**src/rtl/amba3_apb_arbiter_if.sv**
```systemverilog
// rtl/amba3_apb_arbiter_if.sv - Requester-side and APB3-side signal bundle for the arbiter
interface amba3_apb_arbiter_if #(
  parameter int NUM_REQ    = 4,
  parameter int ADDR_WIDTH = 32,
  parameter int DATA_WIDTH = 32
);
  logic [NUM_REQ-1:0]                 req_valid;
  logic [NUM_REQ-1:0]                 req_ready;
  logic [NUM_REQ-1:0]                 req_write;
  logic [NUM_REQ-1:0][ADDR_WIDTH-1:0] req_addr;
  logic [NUM_REQ-1:0][DATA_WIDTH-1:0] req_wdata;
  logic [NUM_REQ-1:0]                 rsp_valid;
  logic [DATA_WIDTH-1:0]              rsp_rdata;
  logic                               rsp_slverr;

  logic [ADDR_WIDTH-1:0]              paddr;
  logic                               psel;
  logic                               penable;
  logic                               pwrite;
  logic [DATA_WIDTH-1:0]              pwdata;
  logic [DATA_WIDTH-1:0]              prdata;
  logic                               pready;
  logic                               pslverr;

  modport master (
    input  req_valid, req_write, req_addr, req_wdata, prdata, pready, pslverr,
    output req_ready, rsp_valid, rsp_rdata, rsp_slverr, paddr, psel, penable, pwrite, pwdata
  );

  modport slave (
    output req_valid, req_write, req_addr, req_wdata, prdata, pready, pslverr,
    input  req_ready, rsp_valid, rsp_rdata, rsp_slverr, paddr, psel, penable, pwrite, pwdata
  );
endinterface

```
**src/rtl/amba3_apb_arbiter.sv**
```systemverilog
// rtl/amba3_apb_arbiter.sv - Round-robin arbiter funnelling NUM_REQ requesters onto one APB3 master
module amba3_apb_arbiter #(
  parameter int NUM_REQ    = 4,
  parameter int ADDR_WIDTH = 32,
  parameter int DATA_WIDTH = 32
) (
  input logic                 pclk,
  input logic                 presetn,
  amba3_apb_arbiter_if.master bus
);
  localparam int IDX_W = $clog2(NUM_REQ);

  typedef enum logic [1:0] {IDLE, SETUP, ACCESS} state_t;

  state_t                state_q;
  logic [IDX_W-1:0]      last_grant_q;
  logic [IDX_W-1:0]      grant_q;
  logic                  psel_q;
  logic                  penable_q;
  logic                  pwrite_q;
  logic [ADDR_WIDTH-1:0] paddr_q;
  logic [DATA_WIDTH-1:0] pwdata_q;
  logic [NUM_REQ-1:0]    rsp_valid_q;
  logic [DATA_WIDTH-1:0] rsp_rdata_q;
  logic                  rsp_slverr_q;

  logic                  grant_found;
  logic [IDX_W-1:0]      grant_idx;
  logic [IDX_W-1:0]      cand;
  logic [NUM_REQ-1:0]    req_ready_d;

  // Search starts one past the previous winner so every requester gets a turn.
  always_comb begin
    grant_found = 1'b0;
    grant_idx   = '0;
    cand        = '0;
    for (int k = 1; k <= NUM_REQ; k++) begin
      cand = IDX_W'((int'(last_grant_q) + k) % NUM_REQ);
      if (!grant_found && bus.req_valid[cand]) begin
        grant_found = 1'b1;
        grant_idx   = cand;
      end
    end
  end

  always_comb begin
    req_ready_d = '0;
    if (presetn && state_q == IDLE && grant_found) begin
      req_ready_d[grant_idx] = 1'b1;
    end
  end

  always_ff @(posedge pclk) begin
    if (!presetn) begin
      state_q      <= IDLE;
      last_grant_q <= IDX_W'(NUM_REQ - 1);
      grant_q      <= '0;
      psel_q       <= 1'b0;
      penable_q    <= 1'b0;
      pwrite_q     <= 1'b0;
      paddr_q      <= '0;
      pwdata_q     <= '0;
      rsp_valid_q  <= '0;
      rsp_rdata_q  <= '0;
      rsp_slverr_q <= 1'b0;
    end else begin
      rsp_valid_q <= '0;
      case (state_q)
        IDLE: begin
          if (grant_found) begin
            state_q      <= SETUP;
            grant_q      <= grant_idx;
            last_grant_q <= grant_idx;
            psel_q       <= 1'b1;
            penable_q    <= 1'b0;
            pwrite_q     <= bus.req_write[grant_idx];
            paddr_q      <= bus.req_addr[grant_idx];
            pwdata_q     <= bus.req_wdata[grant_idx];
          end
        end
        SETUP: begin
          state_q   <= ACCESS;
          penable_q <= 1'b1;
        end
        ACCESS: begin
          // Address/data stay in their registers so they hold through wait states and idle.
          if (bus.pready) begin
            state_q              <= IDLE;
            psel_q               <= 1'b0;
            penable_q            <= 1'b0;
            rsp_valid_q[grant_q] <= 1'b1;
            rsp_rdata_q          <= pwrite_q ? '0 : bus.prdata;
            rsp_slverr_q         <= bus.pslverr;
          end
        end
        default: state_q <= IDLE;
      endcase
    end
  end

  assign bus.req_ready  = req_ready_d;
  assign bus.rsp_valid  = rsp_valid_q;
  assign bus.rsp_rdata  = rsp_rdata_q;
  assign bus.rsp_slverr = rsp_slverr_q;
  assign bus.psel       = psel_q;
  assign bus.penable    = penable_q;
  assign bus.pwrite     = pwrite_q;
  assign bus.paddr      = paddr_q;
  assign bus.pwdata     = pwdata_q;
endmodule

```
**src/flat_wrapper.sv**
```systemverilog
// flat-port wrapper written by rule: the top's interface ports become plain ports
module amba3_apb_arbiter_flat 
#(
  parameter int NUM_REQ    = 4,
  parameter int ADDR_WIDTH = 32,
  parameter int DATA_WIDTH = 32
)
  (pclk, presetn, bus_req_valid, bus_req_write, bus_req_addr, bus_req_wdata, bus_prdata, bus_pready, bus_pslverr, bus_req_ready, bus_rsp_valid, bus_rsp_rdata, bus_rsp_slverr, bus_paddr, bus_psel, bus_penable, bus_pwrite, bus_pwdata);
  amba3_apb_arbiter_if #(.NUM_REQ(NUM_REQ), .ADDR_WIDTH(ADDR_WIDTH), .DATA_WIDTH(DATA_WIDTH)) bus_i ();
  input logic pclk;
  input logic presetn;
  input wire logic [$bits(bus_i.req_valid)-1:0] bus_req_valid;
  input wire logic [$bits(bus_i.req_write)-1:0] bus_req_write;
  input wire logic [$bits(bus_i.req_addr)-1:0] bus_req_addr;
  input wire logic [$bits(bus_i.req_wdata)-1:0] bus_req_wdata;
  input wire logic [$bits(bus_i.prdata)-1:0] bus_prdata;
  input wire logic [$bits(bus_i.pready)-1:0] bus_pready;
  input wire logic [$bits(bus_i.pslverr)-1:0] bus_pslverr;
  output wire logic [$bits(bus_i.req_ready)-1:0] bus_req_ready;
  output wire logic [$bits(bus_i.rsp_valid)-1:0] bus_rsp_valid;
  output wire logic [$bits(bus_i.rsp_rdata)-1:0] bus_rsp_rdata;
  output wire logic [$bits(bus_i.rsp_slverr)-1:0] bus_rsp_slverr;
  output wire logic [$bits(bus_i.paddr)-1:0] bus_paddr;
  output wire logic [$bits(bus_i.psel)-1:0] bus_psel;
  output wire logic [$bits(bus_i.penable)-1:0] bus_penable;
  output wire logic [$bits(bus_i.pwrite)-1:0] bus_pwrite;
  output wire logic [$bits(bus_i.pwdata)-1:0] bus_pwdata;
  assign bus_i.req_valid = bus_req_valid;
  assign bus_i.req_write = bus_req_write;
  assign bus_i.req_addr = bus_req_addr;
  assign bus_i.req_wdata = bus_req_wdata;
  assign bus_i.prdata = bus_prdata;
  assign bus_i.pready = bus_pready;
  assign bus_i.pslverr = bus_pslverr;
  assign bus_req_ready = bus_i.req_ready;
  assign bus_rsp_valid = bus_i.rsp_valid;
  assign bus_rsp_rdata = bus_i.rsp_rdata;
  assign bus_rsp_slverr = bus_i.rsp_slverr;
  assign bus_paddr = bus_i.paddr;
  assign bus_psel = bus_i.psel;
  assign bus_penable = bus_i.penable;
  assign bus_pwrite = bus_i.pwrite;
  assign bus_pwdata = bus_i.pwdata;
  amba3_apb_arbiter #(.NUM_REQ(NUM_REQ), .ADDR_WIDTH(ADDR_WIDTH), .DATA_WIDTH(DATA_WIDTH)) u_core (.pclk(pclk), .presetn(presetn), .bus(bus_i));
endmodule
```
**config.mk**
```make
export PLATFORM = sky130hd
export DESIGN_NAME = amba3_apb_arbiter_flat
export DESIGN_NICKNAME = d
export VERILOG_FILES = /design/src/rtl/amba3_apb_arbiter_if.sv /design/src/rtl/amba3_apb_arbiter.sv /design/src/flat_wrapper.sv
export SDC_FILE = /design/constraint.sdc
export NUM_CORES = 1
export LEC_CHECK = 0
export ABC_AREA = 1
export ABC_CLOCK_PERIOD_IN_PS = 1800
export CAP_MARGIN = 20
export CORE_AREA = 3 3 157 159
export DETAILED_ROUTE_END_ITERATION = 10
export DIE_AREA = 0 0 160 162
export PLACE_DENSITY_LB_ADDON = 0.2
export SETUP_SLACK_MARGIN = 0.05
export SLEW_MARGIN = 40
export SYNTH_ARGS = -nofsm -noshare
export SYNTH_HDL_FRONTEND = slang
export SYNTH_SLANG_ARGS = --single-unit
export TNS_END_PERCENT = 100
```
**constraint.sdc**
```tcl
create_clock -name pclk -period 1.8 [get_ports pclk]
set_input_delay 0.36 -clock pclk [delete_from_list [all_inputs] [get_ports pclk]]
set_output_delay 0.36 -clock pclk [all_outputs]
set_load 0.02 [all_outputs]
```
After elaboration in Yosys (flattened, before gate mapping)

Index checks and enable logic that the tools add are counted.

Output and inout port bits: 108
Word-level logic and storage cells: 82
Register bits after elaboration: 110
Input port bits: 300

Mux-type cells: 36
Order comparisons: 8
Reductions and logical operators: 19
Equality and inequality tests: 4
Add/subtract/negate cells: 4

Operators by type and width:

| kind                                                                                | count |
|---|---|
| 32-bit binary-select mux with 2-bit select                                          | 2 |
| 32-bit two-way mux                                                                  | 3 |
| 2-bit by 3-bit < comparator with 1-bit output, second input constant                | 6 |
| 1-bit two-way mux                                                                   | 14 |
| 2-bit two-way mux                                                                   | 6 |
| 1-bit binary-select mux with 2-bit select                                           | 5 |
| 3-bit AND reduction                                                                 | 3 |
| 1-bit logical AND                                                                   | 7 |
| 2-bit one-hot mux with 3 select lines                                               | 1 |
| 2-bit AND reduction                                                                 | 3 |
| 2-bit by 1-bit adder with 2-bit output, second input constant                       | 2 |
| 2-bit adder, second input constant                                                  | 2 |
| 1-bit demux with 2-bit select                                                       | 2 |
| 2-bit by 1-bit greater-or-equal comparator with 1-bit output, second input constant | 2 |
| 4-bit two-way mux                                                                   | 1 |
| 1-bit logical NOT                                                                   | 3 |
| 1-bit one-hot mux with 3 select lines                                               | 1 |
| 3-bit nonzero test                                                                  | 1 |
| 2-bit by 1-bit equality test with 1-bit output, second input constant               | 1 |
| 2-bit equality test, second input constant                                          | 1 |
| 2-bit logical NOT                                                                   | 1 |
| 2-bit by 1-bit != test with 1-bit output, second input constant                     | 1 |
| 2-bit != test, second input constant                                                | 1 |
| 1-bit one-hot mux with 2 select lines                                               | 1 |
| 2-bit nonzero test                                                                  | 1 |

Logic depth before layout (Yosys ltp)

Depth in word-level cells: 18
Gate-level depth with buffers: 18

Worst setup path before layout

Ideal clock, no wire load.

Path type: flip-flop to output port
Start point: reg u_core.last_grant_q[0]
End point: out bus_req_ready[0]
Data required time: 1.440 ns
Cell stages (with the launch flop): 14
Slack: -0.408 ns
Arrival: 1.848 ns
Path through: dfxtp_1 buf_4 inv_4 nand2_1 nand2_2 nand2_1 nand2_1 nor2_1 nand2_1 nand2_2 nand2_4 buf_6 buf_6 nor3_1

Cells in the longest elaborated chain, start to end: 18
Elaborated cells between the ends (all ways): 33

RTL lines:

| what                                                                                                                                                       | RTL line                | text |
|---|---|---|
| start: declaration                                                                                                                                         | amba3_apb_arbiter.sv:16 | `logic [IDX_W-1:0] last_grant_q;` |
| start signal: assignment                                                                                                                                   | amba3_apb_arbiter.sv:56 | `last_grant_q <= IDX_W'(NUM_REQ - 1);` |
| start signal: assignment                                                                                                                                   | amba3_apb_arbiter.sv:73 | `last_grant_q <= grant_idx;` |
| 2-bit by 1-bit adder with 2-bit output                                                                                                                     | amba3_apb_arbiter.sv:38 | `cand = IDX_W'((int'(last_grant_q) + k) % NUM_REQ);` |
| 1-bit binary-select mux with 2-bit select                                                                                                                  | amba3_apb_arbiter.sv:39 | `if (!grant_found && bus.req_valid[cand]) begin` |
| 1-bit two-way mux (implied by the code)                                                                                                                    | amba3_apb_arbiter.sv:39 |  |
| 1-bit two-way mux                                                                                                                                          | amba3_apb_arbiter.sv:39 |  |
| 1-bit logical NOT                                                                                                                                          | amba3_apb_arbiter.sv:39 |  |
| 1-bit logical AND                                                                                                                                          | amba3_apb_arbiter.sv:39 |  |
| 1-bit two-way mux                                                                                                                                          | amba3_apb_arbiter.sv:39 |  |
| 1-bit logical NOT                                                                                                                                          | amba3_apb_arbiter.sv:39 |  |
| (+2 left out)                                                                                                                                              | n/a                     |  |
| 1-bit logical NOT                                                                                                                                          | amba3_apb_arbiter.sv:39 |  |
| 1-bit logical AND                                                                                                                                          | amba3_apb_arbiter.sv:39 |  |
| 2-bit two-way mux                                                                                                                                          | amba3_apb_arbiter.sv:39 |  |
| 2-bit by 3-bit < comparator with 1-bit output (implied by the code) / 2-bit by 1-bit greater-or-equal comparator with 1-bit output (equally long branches) | amba3_apb_arbiter.sv:49 | `req_ready_d[grant_idx] = 1'b1;` |
| 1-bit logical AND (implied by the code)                                                                                                                    | amba3_apb_arbiter.sv:49 |  |
| 1-bit two-way mux (implied by the code)                                                                                                                    | amba3_apb_arbiter.sv:49 |  |
| 1-bit demux with 2-bit select                                                                                                                              | n/a                     |  |
| 4-bit two-way mux *                                                                                                                                        | amba3_apb_arbiter.sv:48 | `if (presetn && state_q == IDLE && grant_found) begin` |
| end: declaration                                                                                                                                           | flat_wrapper.sv:19      | `output wire logic [$bits(bus_i.req_ready)-1:0] bus_req_ready;` |

Mark *: on every way between the ends. The rest lies on a longest branch, timed or not. The select of a mux whose other input is x is not followed.

Worst setup path after layout

Start point: reg u_core.last_grant_q[0]
End point: out bus_req_ready[2]

The elaborated chain is that of the path after synthesis.

==> results.tsv <==
stage	metric	value	unit
setup_path	combined buffer and inverter count along the critical path	4	
sta	Peak Freq	0.4374	GHz
yosys	top area cells in the synthesized netlist	dfxtp_1 32%, nand2_1 32%, nand3_1 17%, inv_1 4.3%, o21ai_0 2.7%	
run_status	run status	complete, but fails checks	
die	x dimension of the die	160	microns
final_layout	final core occ	54.16	%
placement	placed instance area	11320	sq um
yosys	mean cell area of the mapped netlist	5.842	sq um
sta	Worst Setup Slack, final	-0.4863	ns
route	total number of vias	9016	
setup_path	Worst Setup Start Kind	flop	
grt	via count of the first global-routing pass	8277	
yosys	top cell type by total area after synthesis	dfxtp_1	
sta	Slew headroom	73.24	%
route	vias per inst	4.723	
grt	first-pass GRT wire length	46280	microns
route	count of TritonRoute iterations in the first routing pass	5	
yosys	number of flops mapped to enable cells by yosys	0	
setup_path	worst setup path category	flop to output port	
grt	Tot GR Track Use	22.24	%
grt	routing usage on met3	7.422	%
clocking	CTS root buffer	clkbuf_16	
run	maxcap violations	0	
yosys	total of warnings raised by yosys	0	
yosys	number of distinct library cells after synthesis	28	
clocking	number of buffers added by the clock tree synthesis step	9	
final_layout	proportion of layout cells with a drive suffix above 1	9.943	%
die	initial standard-cell utilization of the core	29.26	%
setup_path	critical path's largest stage delay	0.44	ns
placement	DP HPWL	22030	microns
yosys	net count after synthesis	1476	
pwr	Total Power Consumption	22.26	mW
run_status	violated checks	setup timing	
clocking	TritonCTS clock tree	yes	
clocking	maximum clock path buffer count	2	
grt	gr busiest metal	met2	
sta	minimum clock period	2.286	ns
pwr	PD cells	1756	nW/um^2
grt	number of antenna violations at the first check in global routing	2	
setup_path	largest delay contributor family on the critical path	buffers and inverters	
route	drt first-iter violations	568	
sta	# setup viols final	72	
route	DRT antenna net count	0	
die	die area	25920	sq um
sta	Final Hold Violating Endpoints	0	
die	number of primary I/O pins	408	
clocking	Post-CTS Hold Buffers	0	
clocking	CTS H-Tree Depth	3	
grt	met1 Resource Use GR	26.72	%
die	vertical extent of the die	162	microns
yosys	leading cell types by count after synthesis	581 x nand2_1, 232 x nand3_1, 110 x dfxtp_1, 78 x inv_1, 37 x o21ai_0	
clocking	clk_lat worst skew	0.36	ns
clocking	clock transition at the register clock pins on the worst setup and hold paths after CTS	0.08	ns
sta	setup_tns	-21.69	ns
yosys	netlist area before placement	6847	sq um
clocking	total number of clock tree sinks	110	
yosys	part of the Yosys area used for sequential elements	32.16	%
min_path	hold crit path type	input port to flop	
placement	pre-CTS setup slack	-1.036	ns
final_layout	Net count, final	1888	
setup_path	Cell Chain, Critical Path	inv_8, nand2_4, nand2_2, o21ai_4, nor2_4, buf_4, nand2_4, nand2_8, buf_4, nor3_4, buf_6	
grt	pin count of the biggest net entering global routing	76	
route	DRC Markers	0	
final_layout	area added between synthesis and finish	85.14	%
sta	share of the clock period used by the worst path	127.0	%
sta	actual transition at the worst max-transition pin	0.4013	ns
placement	count of input and output buffers	407	
sta	final count of pins violating max slew	0	
sta	setup repair after global routing missed its margin	yes	
final_layout	post-layout instance area	12680	sq um
placement	RD Place Congestion	0.8770	
setup_path	cell at the slowest stage of the critical path	dfxtp_4	
yosys	count of mapped cells out of synthesis	1172	
yosys	post-synth top area share	32.16	%
grt	met2 layer usage reported by global route	37.69	%
yosys	most frequent cell after synthesis	nand2_1	
route	drt wl/cell	17.99	microns
die	Placement Rows	56	
setup_path	CP Data Arrival Time	1.93	ns
yosys	register bit count reported by yosys	110	
pwr	maximum VDD drop	0.001190	V
yosys	proportion of synthesized flip-flops having asynchronous set or reset	0	%
sta	Clock Skew	0.01059	ns
route	Final Routed Wirelength	34340	microns
yosys	prevailing post-synth register cell	dfxtp_1	
setup_path	CP Data Required Time	1.44	ns
pwr	static leakage power	6.443	nW
setup_path	highest fanout seen on the critical path	8	
grt	total congestion overflow	0	
setup_path	endpoint kind of the worst setup timing path	output port	
die	area of the core	23400	sq um
[kinds of logic after synthesis]
| logic type | count (synthesis) | synth area share [%] |
|---|---|---|
| and+or+nand+nor | 842 | 51.22 |
| buffers and inverters | 167 | 11.97 |
| DFF | 110 | 32.16 |
| AOI/OAI and AO/OA | 49 | 3.911 |
| adders and majority gates | 4 | 0.7310 |
[metrics by stage]
stage / instances / hold slack [ns]
2_1_floorplan: 1172 / 0.4227
6_report: 1909 / 0.4143
4_1_cts: 1873 / 0.3582
3_3_place_gp: 1856 / 0.4500
5_1_grt: 1909 / 0.4020
3_5_place_dp: 1856 / 0.4592
[power breakdown]
part,switching [mW],total (mW),internal (mW)
Combinational,9.60,16.9,7.25
Sequential,0.323,3.36,3.03
Clock,1.08,2.06,0.982
[area by class of cell]
| class | count | area (sq um) |
|---|---|---|
| Antenna cell | 1 | 2.502 |
| Clock buffer | 10 | 229.0 |
| Clock inverter | 6 | 61.31 |
| Fill cell | 2315 | 10730 |
| Inverter | 82 | 320.3 |
| Multi-Input combinational cell | 895 | 4079 |
| Sequential cell | 110 | 2207 |
| Tap cell | 319 | 399.1 |
| Timing Repair Buffer | 486 | 5378 |
[registers in the layout, summed over array words and instances (netlist names)]
| signal | flops |
|---|---|
| u_core.bus.psel | 1 |
| u_core.bus.pwrite | 1 |
| u_core.bus.rsp_slverr | 1 |
| u_core.state_q | 2 |
| u_core.bus.rsp_rdata | 32 |
| u_core.grant_q | 2 |
| u_core.bus.paddr | 32 |
| u_core.last_grant_q | 2 |
| u_core.bus.rsp_valid | 4 |
| u_core.bus.pwdata | 32 |
| u_core.bus.penable | 1 |
[what timing repair did]
action                     CTS  global route
hold endpoints to repair     0             0
setup endpoints to repair   84            95
setup buffers                1             9
cloned                       1            25
pin swaps                    8             9
gates resized for setup     66            80
[tightest hold or removal path, stage by stage]
cell	delay, ns
buf_4	0.13
buf_12	0.11
o211ai_1	0.11
[path summary, 6_finish.rpt]
kind | start | to | slack [ns] | cells after the start
setup / recovery | u_core.last_grant_q[0]$_SDFFE_PN1P_ | bus_req_ready[2] | -0.49 | 11
setup reg to reg | u_core.last_grant_q[0]$_SDFFE_PN1P_ | u_core.bus.paddr[7]$_SDFFE_PN0P_ | -0.37 | 18
hold / removal | presetn | u_core.last_grant_q[1]$_SDFFE_PN1P_ | 0.41 | 3
hold reg to reg | u_core.grant_q[1]$_SDFFE_PN0P_ | u_core.bus.rsp_valid[1]$_SDFF_PN0_ | 0.48 | 1
[metal layers]
metal,share of wire (%),vias to the layer above
met5,0.047,-
met4,2.7,2
met3,8.1,48
li1,-,4497
met1,41,4128
met2,48,341
[cell usage in the layout (no fill, tap or decap), types with 17 or more instances in the layout]
master and instances:
buf_12 17, buf_4 30, clkbuf_16 25, clkdlybuf4s50_1 373, dfxtp_1 108, dlymetal6s2s_1 18, inv_1 77, nand2_1 562
nand3_1 223, o21ai_0 37
(Power assumes the default switching activity.)
